`src/rtl/alu_mc.sv`:
```
// alu_mc: execute-stage ALU with single-cycle logic/arith ops
// and a multi-cycle restoring unsigned divider for MOD/quotient.
module alu_mc #(
  parameter int WIDTH = 32
) (
  input  logic             Clk,
  input  logic             Reset,
  input  logic [WIDTH-1:0] A,
  input  logic [WIDTH-1:0] B,
  input  logic [2:0]       ALUOp,
  input  logic             Start,
  output logic [WIDTH-1:0] Result,
  output logic [WIDTH-1:0] Quotient,
  output logic             C,
  output logic             V,
  output logic             Zero,
  output logic             We,
  output logic             Busy
);

  localparam int CW = $clog2(WIDTH + 1);

  localparam logic [2:0] OP_AND = 3'b000;
  localparam logic [2:0] OP_OR  = 3'b001;
  localparam logic [2:0] OP_XOR = 3'b010;
  localparam logic [2:0] OP_NOR = 3'b011;
  localparam logic [2:0] OP_SLT = 3'b100;
  localparam logic [2:0] OP_ADD = 3'b101;
  localparam logic [2:0] OP_SUB = 3'b110;
  localparam logic [2:0] OP_MOD = 3'b111;

  typedef enum logic [1:0] {
    IDLE,
    BUSY,
    DONE
  } state_t;

  state_t           state;
  logic [CW-1:0]    cnt;
  logic [WIDTH:0]   p;
  logic [WIDTH-1:0] q;
  logic [WIDTH-1:0] dvsr;
  logic [WIDTH-1:0] rem;
  logic [WIDTH-1:0] quo;
  logic             busy_q;

  // SLT shares the subtractor with SUB
  logic             is_sub;
  logic [WIDTH-1:0] bin;
  logic [WIDTH-1:0] sum;
  logic             cout;
  logic             ovf;

  assign is_sub = (ALUOp == OP_SUB) || (ALUOp == OP_SLT);
  assign bin    = is_sub ? ~B : B;
  assign {cout, sum} = {1'b0, A} + {1'b0, bin}
                     + {{WIDTH{1'b0}}, is_sub};
  assign ovf = (A[WIDTH-1] == bin[WIDTH-1])
            && (sum[WIDTH-1] != A[WIDTH-1]);

  logic [WIDTH-1:0] res;
  logic             c_o;
  logic             v_o;

  always_comb begin
    res = '0;
    c_o = 1'b0;
    v_o = 1'b0;
    unique case (ALUOp)
      OP_AND: res = A & B;
      OP_OR:  res = A | B;
      OP_XOR: res = A ^ B;
      OP_NOR: res = ~(A | B);
      OP_SLT: res = {{(WIDTH-1){1'b0}}, sum[WIDTH-1] ^ ovf};
      OP_ADD, OP_SUB: begin
        res = sum;
        c_o = cout;
        v_o = ovf;
      end
      OP_MOD: res = rem;
      default: res = '0;
    endcase
  end

  assign Result   = res;
  assign C        = c_o;
  assign V        = v_o;
  assign Zero     = (res == '0);
  assign Quotient = quo;
  assign Busy     = busy_q;

  always_comb begin
    We = 1'b1;
    if (state == BUSY)
      We = 1'b0;
    else if (ALUOp == OP_MOD)
      We = (state == DONE);
  end

  // One restoring step: shift in next dividend bit, trial subtract
  logic [WIDTH:0]   p_sh;
  logic             ge;
  logic [WIDTH:0]   p_nx;
  logic [WIDTH-1:0] q_nx;

  assign p_sh = {p[WIDTH-1:0], q[WIDTH-1]};
  assign ge   = (p_sh >= {1'b0, dvsr});
  assign p_nx = ge ? (p_sh - {1'b0, dvsr}) : p_sh;
  assign q_nx = {q[WIDTH-2:0], ge};

  always_ff @(posedge Clk or negedge Reset) begin
    if (!Reset) begin
      state  <= IDLE;
      cnt    <= '0;
      p      <= '0;
      q      <= '0;
      dvsr   <= '0;
      rem    <= '0;
      quo    <= '0;
      busy_q <= 1'b0;
    end else begin
      unique case (state)
        IDLE: begin
          if (Start && (ALUOp == OP_MOD)) begin
            q    <= A;
            dvsr <= B;
            p    <= '0;
            cnt  <= CW'(WIDTH);
            if (B == '0) begin
              rem   <= A;
              quo   <= '1;
              state <= DONE;
            end else begin
              state  <= BUSY;
              busy_q <= 1'b1;
            end
          end
        end
        BUSY: begin
          p   <= p_nx;
          q   <= q_nx;
          cnt <= cnt - 1'b1;
          if (cnt == CW'(1)) begin
            rem    <= p_nx[WIDTH-1:0];
            quo    <= q_nx;
            state  <= DONE;
            busy_q <= 1'b0;
          end
        end
        DONE: state <= IDLE;
        default: begin
          state  <= IDLE;
          busy_q <= 1'b0;
        end
      endcase
    end
  end

endmodule
```
`config.mk`:
```
export PLATFORM = sky130hd
export DESIGN_NAME = alu_mc
export DESIGN_NICKNAME = d
export VERILOG_FILES = /design/src/rtl/alu_mc.sv
export SDC_FILE = /design/constraint.sdc
export NUM_CORES = 1
export LEC_CHECK = 0
export BUFFER_PORTS_ARGS = -buffer_cell sky130_fd_sc_hd__buf_4
export CORE_MARGIN = 1.5
export CORE_UTILIZATION = 61
export CTS_CLUSTER_SIZE = 16
export DETAILED_ROUTE_END_ITERATION = 8
export PLACE_DENSITY_LB_ADDON = 0.1
export SYNTH_ARGS = -nofsm -noshare
export SYNTH_HDL_FRONTEND = slang
export SYNTH_SLANG_ARGS = --single-unit
```
`constraint.sdc`:
```
create_clock -name Clk -period 8.5 [get_ports Clk]
set_input_delay 1.7 -clock Clk [delete_from_list [all_inputs] [get_ports Clk]]
set_output_delay 1.7 -clock Clk [all_outputs]
set_load 0.02 [all_outputs]
```
==> results of run 1 <==
-- final cells by class --
class | count | area, um2 | area share
Clock buffer | 18 | 439 | 0.0279
Clock inverter | 14 | 170 | 0.0108
Inverter | 123 | 462 | 0.0293
Multi-Input combinational cell | 1357 | 8870 | 0.564
Sequential cell | 169 | 4230 | 0.269
Tap cell | 285 | 357 | 0.0227
Timing Repair Buffer | 160 | 1200 | 0.0766
-- power by group through the flow --
stage / Sequential, mW / Combinational (mW) / Clock, mW
6_report: 1.44 / 3.39 / 0.813
5_1_grt: 1.48 / 3.74 / 0.852
2_1_floorplan: 1.49 / 2.27 / 0
3_3_place_gp: 1.42 / 3.22 / 0
4_1_cts: 1.43 / 3.34 / 0.823
3_5_place_dp: 1.44 / 3.32 / 0
-- cell usage in the layout (no fill, tap or decap), drive strengths merged, types with 10 or more instances in the layout --
| master | netlist | final |
|---|---|---|
| mux2i | 48 | 48 |
| o211ai | 11 | 11 |
| a22oi | 17 | 17 |
| nor3 | 46 | 46 |
| or3 | 10 | 10 |
| a21o | 27 | 27 |
| o21ai | 210 | 210 |
| nor4 | 16 | 16 |
| clkbuf | 69 | 18 |
| buf | 27 | 160 |
| a31oi | 14 | 14 |
| a21oi | 158 | 158 |
| nand2b | 18 | 18 |
| xor2 | 16 | 16 |
| nor2 | 85 | 85 |
| a211oi | 15 | 15 |
| ha | 136 | 136 |
| xnor2 | 60 | 60 |
| o22ai | 20 | 20 |
| o31a | 14 | 14 |
| dfrtp | 169 | 169 |
| nand2 | 234 | 234 |
| nand3 | 32 | 32 |
| inv | 123 | 130 |
| o21a | 18 | 18 |
| and2 | 11 | 11 |
| nand4 | 11 | 11 |
-- worst max path at each step --
| stage | from | end | slack (ns) | cells past startpoint |
|---|---|---|---|---|
| 5_1_grt | ALUOp[0] | Zero | 0.37 | 17 |
| 3_3_place_gp | ALUOp[0] | Zero | 0.86 | 17 |
| 6_report | ALUOp[0] | Zero | 0.69 | 17 |
| 4_1_cts | ALUOp[0] | Zero | 0.70 | 17 |
| 3_5_place_dp | ALUOp[0] | Zero | 0.70 | 17 |
| 2_1_floorplan | ALUOp[2] | Zero | 0.33 | 19 |
-- per-layer routing --
layer	wire (um)	vias to the layer above	global-route usage
met5	0	-	0
met4	1690	0	0.163
met3	3750	113	0.0516
met2	20100	653	0.603
met1	20000	6531	0.550
li1	-	6385	-
-- critical path, delay by kind of cell --
family | cells | cell delay [ns]
compound gates | 6 | 1.63
simple gates | 5 | 1.50
buf+inv | 4 | 0.47
fa+ha+maj | 1 | 0.45
xor+xnor | 1 | 0.34
-- flip-flops by register name, summed over array words and instances, names as in the netlist --
register and flops:
p 32, dvsr 32, cnt 6, rem 32
Busy 1, q 32, state 2, Quotient 32
-- metrics by stage --
step / setup slack (ns) / utilization
finish: 0.693 / 0.699
CTS: 0.698 / 0.699
global route: 0.372 / 0.699
floorplan: 0.330 / -
global placement: 0.860 / 0.672
detailed placement: 0.704 / 0.672
-- cells by family (layout without fill, tap and decap cells) --
| family | count (synthesis) | count (layout) |
|---|---|---|
| XOR/XNOR | 76 | 76 |
| adder cells (fa/ha/maj) | 138 | 138 |
| flip-flops | 169 | 169 |
| multiplexers | 52 | 52 |
| AND/OR/NAND/NOR | 509 | 509 |
| buffers and inverters | 219 | 315 |
| AO/OA/AOI/OAI | 582 | 582 |
==> run metrics, run 1 <==
IO buf count=around 140; antenna viol nets, final=0; die width=154 um; Fillers=~1800; non-filler cells in the finished layout=approximately 2100; first-pass GRT wire length=a little over 70000 um; max frequency=approximately 130 MHz; clock sink total=~170; type of the most critical hold path=flop to flop; clock power share=0.144; # setup viols final=0; status=completed; Total Power=between 5 and 6 mW; r2r endpoint=rem[15]; Switch Pwr=about 2.8 mW; Logic pwr share=0.601; # diodes=0; Max Cap Violations=0; IO Pins=139; Required @ worst endpoint=~6.8 ns; cts repair resizes=0; clock skew=roughly 0.015 ns; placed inst area=~15000 um2; placed insts=between 2000 and 2500; Reg2Reg Launch Point=p[2]; # Post-CTS Setup Buffers=0; Die Span Y=between 150 and 200 um; xor and xnor area share after synthesis=0.0477; DR WL/cell=21.4 um; Max rail drop VDD=0.395 mV; simple-gate share of the synthesized area=0.169; # H-tree levels=4; Hold Path Depth=2; total number of vias=between 10000 and 15000; switching part of the total=0.491; total track usage=0.389; top-count cell post-synth=nand2_1; sequential-to-total area share from yosys stat=0.303; Final Cycle Share=0.918; Power Dens Cells=approximately 360 nW/um2; Post-route DRC=0; Startpoint Class=input port; FF-to-FF path depth=12; Pint=2.87 mW; Post-Synthesis Cell Area=~14000 um2; Initial Util=0.620; fraction of layout cells with a size suffix above 1=0.120; Crit Path Max Fanout=17; CORE AREA=approximately 23000 um2; syn_area_per_cell=between 7 and 8 um2; Final #Nets=just over 2000; Synth top area share=0.303; Root Buffer=clkbuf_16; Mapped Cells=1745; Cell Rows=55; Crit Path Class=input port to output port; routability cong.=about 0.98; insertion delay to the later sink of the worst-skew pair=0.45 ns; Layout Area Growth over Synthesis=12.9%; Max transition margin=0.340; Crit. End Element=output port; Worst Path Arrival=between 6 and 7 ns; CTS tree=built; Post-synth top cells=nand2_1, o21ai_0, dfrtp_1, a21oi_1, ha_1; leak pwr=between 7 and 8 nW; Initial DRT Pass Iterations=6; worst slew pin tran=~1 ns; cell taking the most area after synthesis=dfrtp_1; combinational family with the most area after synthesis=compound AO/OA/AOI/OAI gates; fin crit period=7.81 ns; Seq pwr share=0.255; wirelength, routed=roughly 46000 um; Synthesis Warnings=0; Synth area leaders=dfrtp_1, ha_1, o21ai_0, nand2_1, a21oi_1; slowest stage cell, crit path=a2111oi_2; Final Slew Violations=0; hold slack=about 0.47 ns; DP HPWL=roughly 34000 um; Worst-path clk slew=around 0.07 ns; vias per cell=6.44; Most used DFF post-synth=dfrtp_1; portion of netlist area occupied by mux cells=0.0385; FF-to-FF setup slack=around 4.5 ns; number of synthesized flops with an enable pin=0; CTS Hold Bufs=0; crit-path cells=buf_4 > inv_1 > nand2_2 > xnor2_1 > inv_1 > fa_1 > nor2b_1 > o31ai_2 > a2111oi_2 > o31a_1 > o31ai_1 > a2111oi_0 > o21ai_0 > nor4_1 > nand4_1 > nor4_2 > buf_4; largest net degree at the start of global routing=95; Fin Setup TNS=0 ns; syn nets=approximately 2000; final hold viol count=0; post-layout instance area=roughly 16000 um2; Synth Area in Compound Gates=0.254; Post-Synth Adder-Cell Area=0.125; clock buffers created by TritonCTS=17; Clock Path Buffers=2; Hold Crit Start=Quotient[28]; gr ovfl total=0; synthesized flop and latch total=around 170; vias in the first global route=between 10000 and 15000; Hold EP=Quotient[28]; Yosys cell types=80; initial drt markers=1425; unrepaired setup endpoints after global routing=no; initial antenna violation count=0; Die ar.=roughly 24000 um2; fraction of registers with async set or reset after synthesis=1.00; Max stage delay on crit path=around 0.55 ns
No activity file was read; power rests on OpenSTA's default activity.
==> inputs of run 2 (changes only) <==
--- a/config.mk
+++ b/config.mk
@@ -5,11 +5,13 @@
 export SDC_FILE = /design/constraint.sdc
 export NUM_CORES = 1
 export LEC_CHECK = 0
+export ABC_AREA = 1
 export BUFFER_PORTS_ARGS = -buffer_cell sky130_fd_sc_hd__buf_4
 export CORE_MARGIN = 1.5
 export CORE_UTILIZATION = 61
 export CTS_CLUSTER_SIZE = 16
 export DETAILED_ROUTE_END_ITERATION = 8
+export HOLD_SLACK_MARGIN = 0.05
 export PLACE_DENSITY_LB_ADDON = 0.1
 export SYNTH_ARGS = -nofsm -noshare
 export SYNTH_HDL_FRONTEND = slang
==> run 2 against run 1 <==
Sequential power down 44%; combinational power down 83%; non-clock buffer count down 8; critical path type unchanged; highest routed layer unchanged.
==> run metrics, run 2 <==
status=completed; # Post-CTS Setup Buffers=0 (unchanged); gr ovfl total=0 (unchanged); FF-to-FF setup slack=5.34 ns (+0.84 ns); non-filler cells in the finished layout=2567 (+21%); largest net degree at the start of global routing=96 (+1.1%); fin crit period=7.36 ns (-0.444 ns); Root Buffer=clkbuf_16; WP buf/inv=5 (+1); Post-Synthesis Cell Area=14700 um2 (+5.3%); clock sink total=169 (unchanged); CTS tree=built; Startpoint Class=input port; Die Span Y=158 um (+2.6%); Cell Rows=56 (+1.8%); first-pass GRT wire length=81700 um (+14%); vias in the first global route=14700 (+13%); Most used DFF post-synth=dfrtp_1; fraction of layout cells with a size suffix above 1=0.121 (+0.00105); placed insts=2535 (+21%); Synth top area share=0.288 (-0.0152); Crit. End Element=output port; DR WL/cell=21.0 um (-1.8%); unrepaired setup endpoints after global routing=no; top-count cell post-synth=nand2_1; CORE AREA=23500 um2 (+4.6%); Yosys cell types=53 (-34%); Mapped Cells=2138 (+23%); commonest non-fill, non-tap cell in the layout=nand2_1; Power Dens Cells=136 nW/um2 (-62%); die width=158 um (+2.6%); CTS Hold Bufs=0 (unchanged); max frequency=136 MHz (+6.0%); number of synthesized flops with an enable pin=0 (unchanged); clock skew=0.0210 ns (+0.00606 ns); Fillers=1961 (+6.7%); fraction of registers with async set or reset after synthesis=1.00 (unchanged); Max Cap Violations=0 (unchanged); Crit Path Max Fanout=34 (+17); Required @ worst endpoint=6.80 ns (about the same); Initial Util=0.623 (+0.00389); vias per cell=6.10 (-5.3%); DP HPWL=41500 um (+23%); Final #Nets=2443 (+20%); initial antenna violation count=0 (unchanged); antenna viol nets, final=0 (unchanged); Initial DRT Pass Iterations=6 (unchanged); Fin Setup TNS=0 ns (unchanged); commonest cells after routing, fill and taps aside=nand2_1, inv_1, nor2_1; Crit Path Class=input port to output port; cell taking the most area after synthesis=dfrtp_1; cts repair resizes=0 (unchanged); # H-tree levels=4 (unchanged); Clock Path Buffers=2 (unchanged); total number of vias=15600 (+14%); # setup viols final=0 (unchanged); family with the most delay on the worst path=simple AND/OR/NAND/NOR gates; worst slew pin tran=1.09 ns (+0.101 ns); syn_area_per_cell=6.87 um2 (-14%); syn nets=2346 (+20%); insertion delay to the later sink of the worst-skew pair=0.45 ns (about the same); # diodes=0 (unchanged); most used cell, CP=nand2_1; routability cong.=1.11 (+13%); Post-synth top cells=nand2_1, inv_1, nor2_1, dfrtp_1, nand3_1; Synthesis Warnings=0 (unchanged); slowest stage cell, crit path=nand2_2; IO Pins=139 (unchanged); Max transition margin=0.270 (-0.0702); type of the most critical hold path=flop to flop; Post-route DRC=0 (unchanged); synthesized flop and latch total=169 (unchanged); sequential-to-total area share from yosys stat=0.288 (-0.0152); crit-path cells=buf_4 > inv_2 > nand2_2 > o21ai_2 > inv_1 > fa_1 > inv_1 > nand3_1 > nand3_1 > nand2_1 > nand2_1 > nand2_1 > nand2_1 > nand3_1 > nand2_1 > nand2_1 > nand3_1 > nand2_1 > nand2_1 > nand2_1 > nor2_1 > nand3_1 > nor2_1 > buf_4; Worst Path Arrival=5.66 ns (-0.45 ns); Worst-path clk slew=0.07 ns (about the same); Synth area leaders=dfrtp_1, nand2_1, ha_1, inv_1, nand3_1; Die ar.=25000 um2 (+5.2%); clock buffers created by TritonCTS=17 (unchanged); Layout Area Growth over Synthesis=12.5%; IO buf count=138 (unchanged); Final Cycle Share=0.866 (-0.0522); final hold viol count=0 (unchanged); wirelength, routed=54000 um (+19%); total track usage=0.436 (+0.0468); Max stage delay on crit path=0.60 ns (+0.05 ns); initial drt markers=2170 (+52%); Final Slew Violations=0 (unchanged); leak pwr=8.76 nW (+17%); Max rail drop VDD=0.110 mV (-72%)
run 2: kinds of logic (layout without fill, tap and decap cells):
kind of cell / after synthesis / after routing / synth area share
simple gates: 987 / 987 / 0.302
fa+ha+maj: 138 / 138 / 0.119
flops: 169 / 169 / 0.288
compound gates: 360 / 360 / 0.143
buf+inv: 426 / 536 / 0.114
xor+xnor: 58 / 58 / 0.0346
run 2: worst register-to-register path, stage by stage, from the launching register on:
cell      delay (ns)
dfrtp_1         0.44
inv_1           0.18
ha_1            0.23
inv_1           0.06
nand3_1         0.08
nand2_2         0.09
a21oi_4         0.26
o21bai_4        0.12
nand2_1         0.09
nand2_2         0.09
nand3_2         0.09
nand2_2         0.07
nand2_4         0.35
nand2_8         0.34
nand3_1         0.30
nand3_1         0.13
nand2_1         0.10
inv_1           0.05
run 2: final cells by class:
| type | instances | area [um2] | area share |
|---|---|---|---|
| inverter | 352 | 1320 | 0.0800 |
| sequential | 169 | 4230 | 0.256 |
| timing repair buffer | 152 | 1140 | 0.0693 |
| clock inverter | 13 | 180 | 0.0109 |
| multi-input combinational | 1543 | 8790 | 0.533 |
| clock buffer | 19 | 443 | 0.0268 |
| tap | 319 | 399 | 0.0242 |
run 2: routing by layer:
metal | vias to the layer above | wire length, um | track usage
li1 | 7176 | - | -
met2 | 1044 | 22900 | 0.657
met1 | 7257 | 21600 | 0.600
met4 | 0 | 2740 | 0.195
met3 | 169 | 6650 | 0.0928
met5 | - | 0 | 0
run 2: power by group:
part           switching [mW]  total (mW)  internal (mW)
clock                   0.376       0.856          0.480
sequential                  0       0.804          0.804
combinational           0.399       0.589          0.190
total                   0.775        2.25           1.47
run 2: path summary, 6_finish.rpt:
| path | from | end | depth (start not counted) |
|---|---|---|---|
| max | ALUOp[0] | Zero | 24 |
| max in group asynchronous | Reset | Quotient[7] | 2 |
| min reg2reg | Quotient[13] | Quotient[13] | 2 |
| max reg2reg | q[31] | rem[30] | 17 |
| min in group asynchronous | Reset | p[2] | 1 |
| min | Quotient[13] | Quotient[13] | 2 |
run 2: per-stage QoR:
| stage | setup WS (ns) | area [um2] | power (mW) | utilization | hold WS, ns |
|---|---|---|---|---|---|
| floorplan | 2.37 | 14700 | 1.16 | - | 0.453 |
| global placement | 1.27 | 15900 | 1.38 | 0.675 | 0.467 |
| detailed placement | 1.28 | 15900 | 1.38 | 0.675 | 0.471 |
| CTS | 1.27 | 16500 | 2.22 | 0.701 | 0.493 |
| global route | 0.940 | 16500 | 2.32 | 0.701 | 0.515 |
| finish | 1.14 | 16500 | 2.25 | 0.701 | 0.488 |
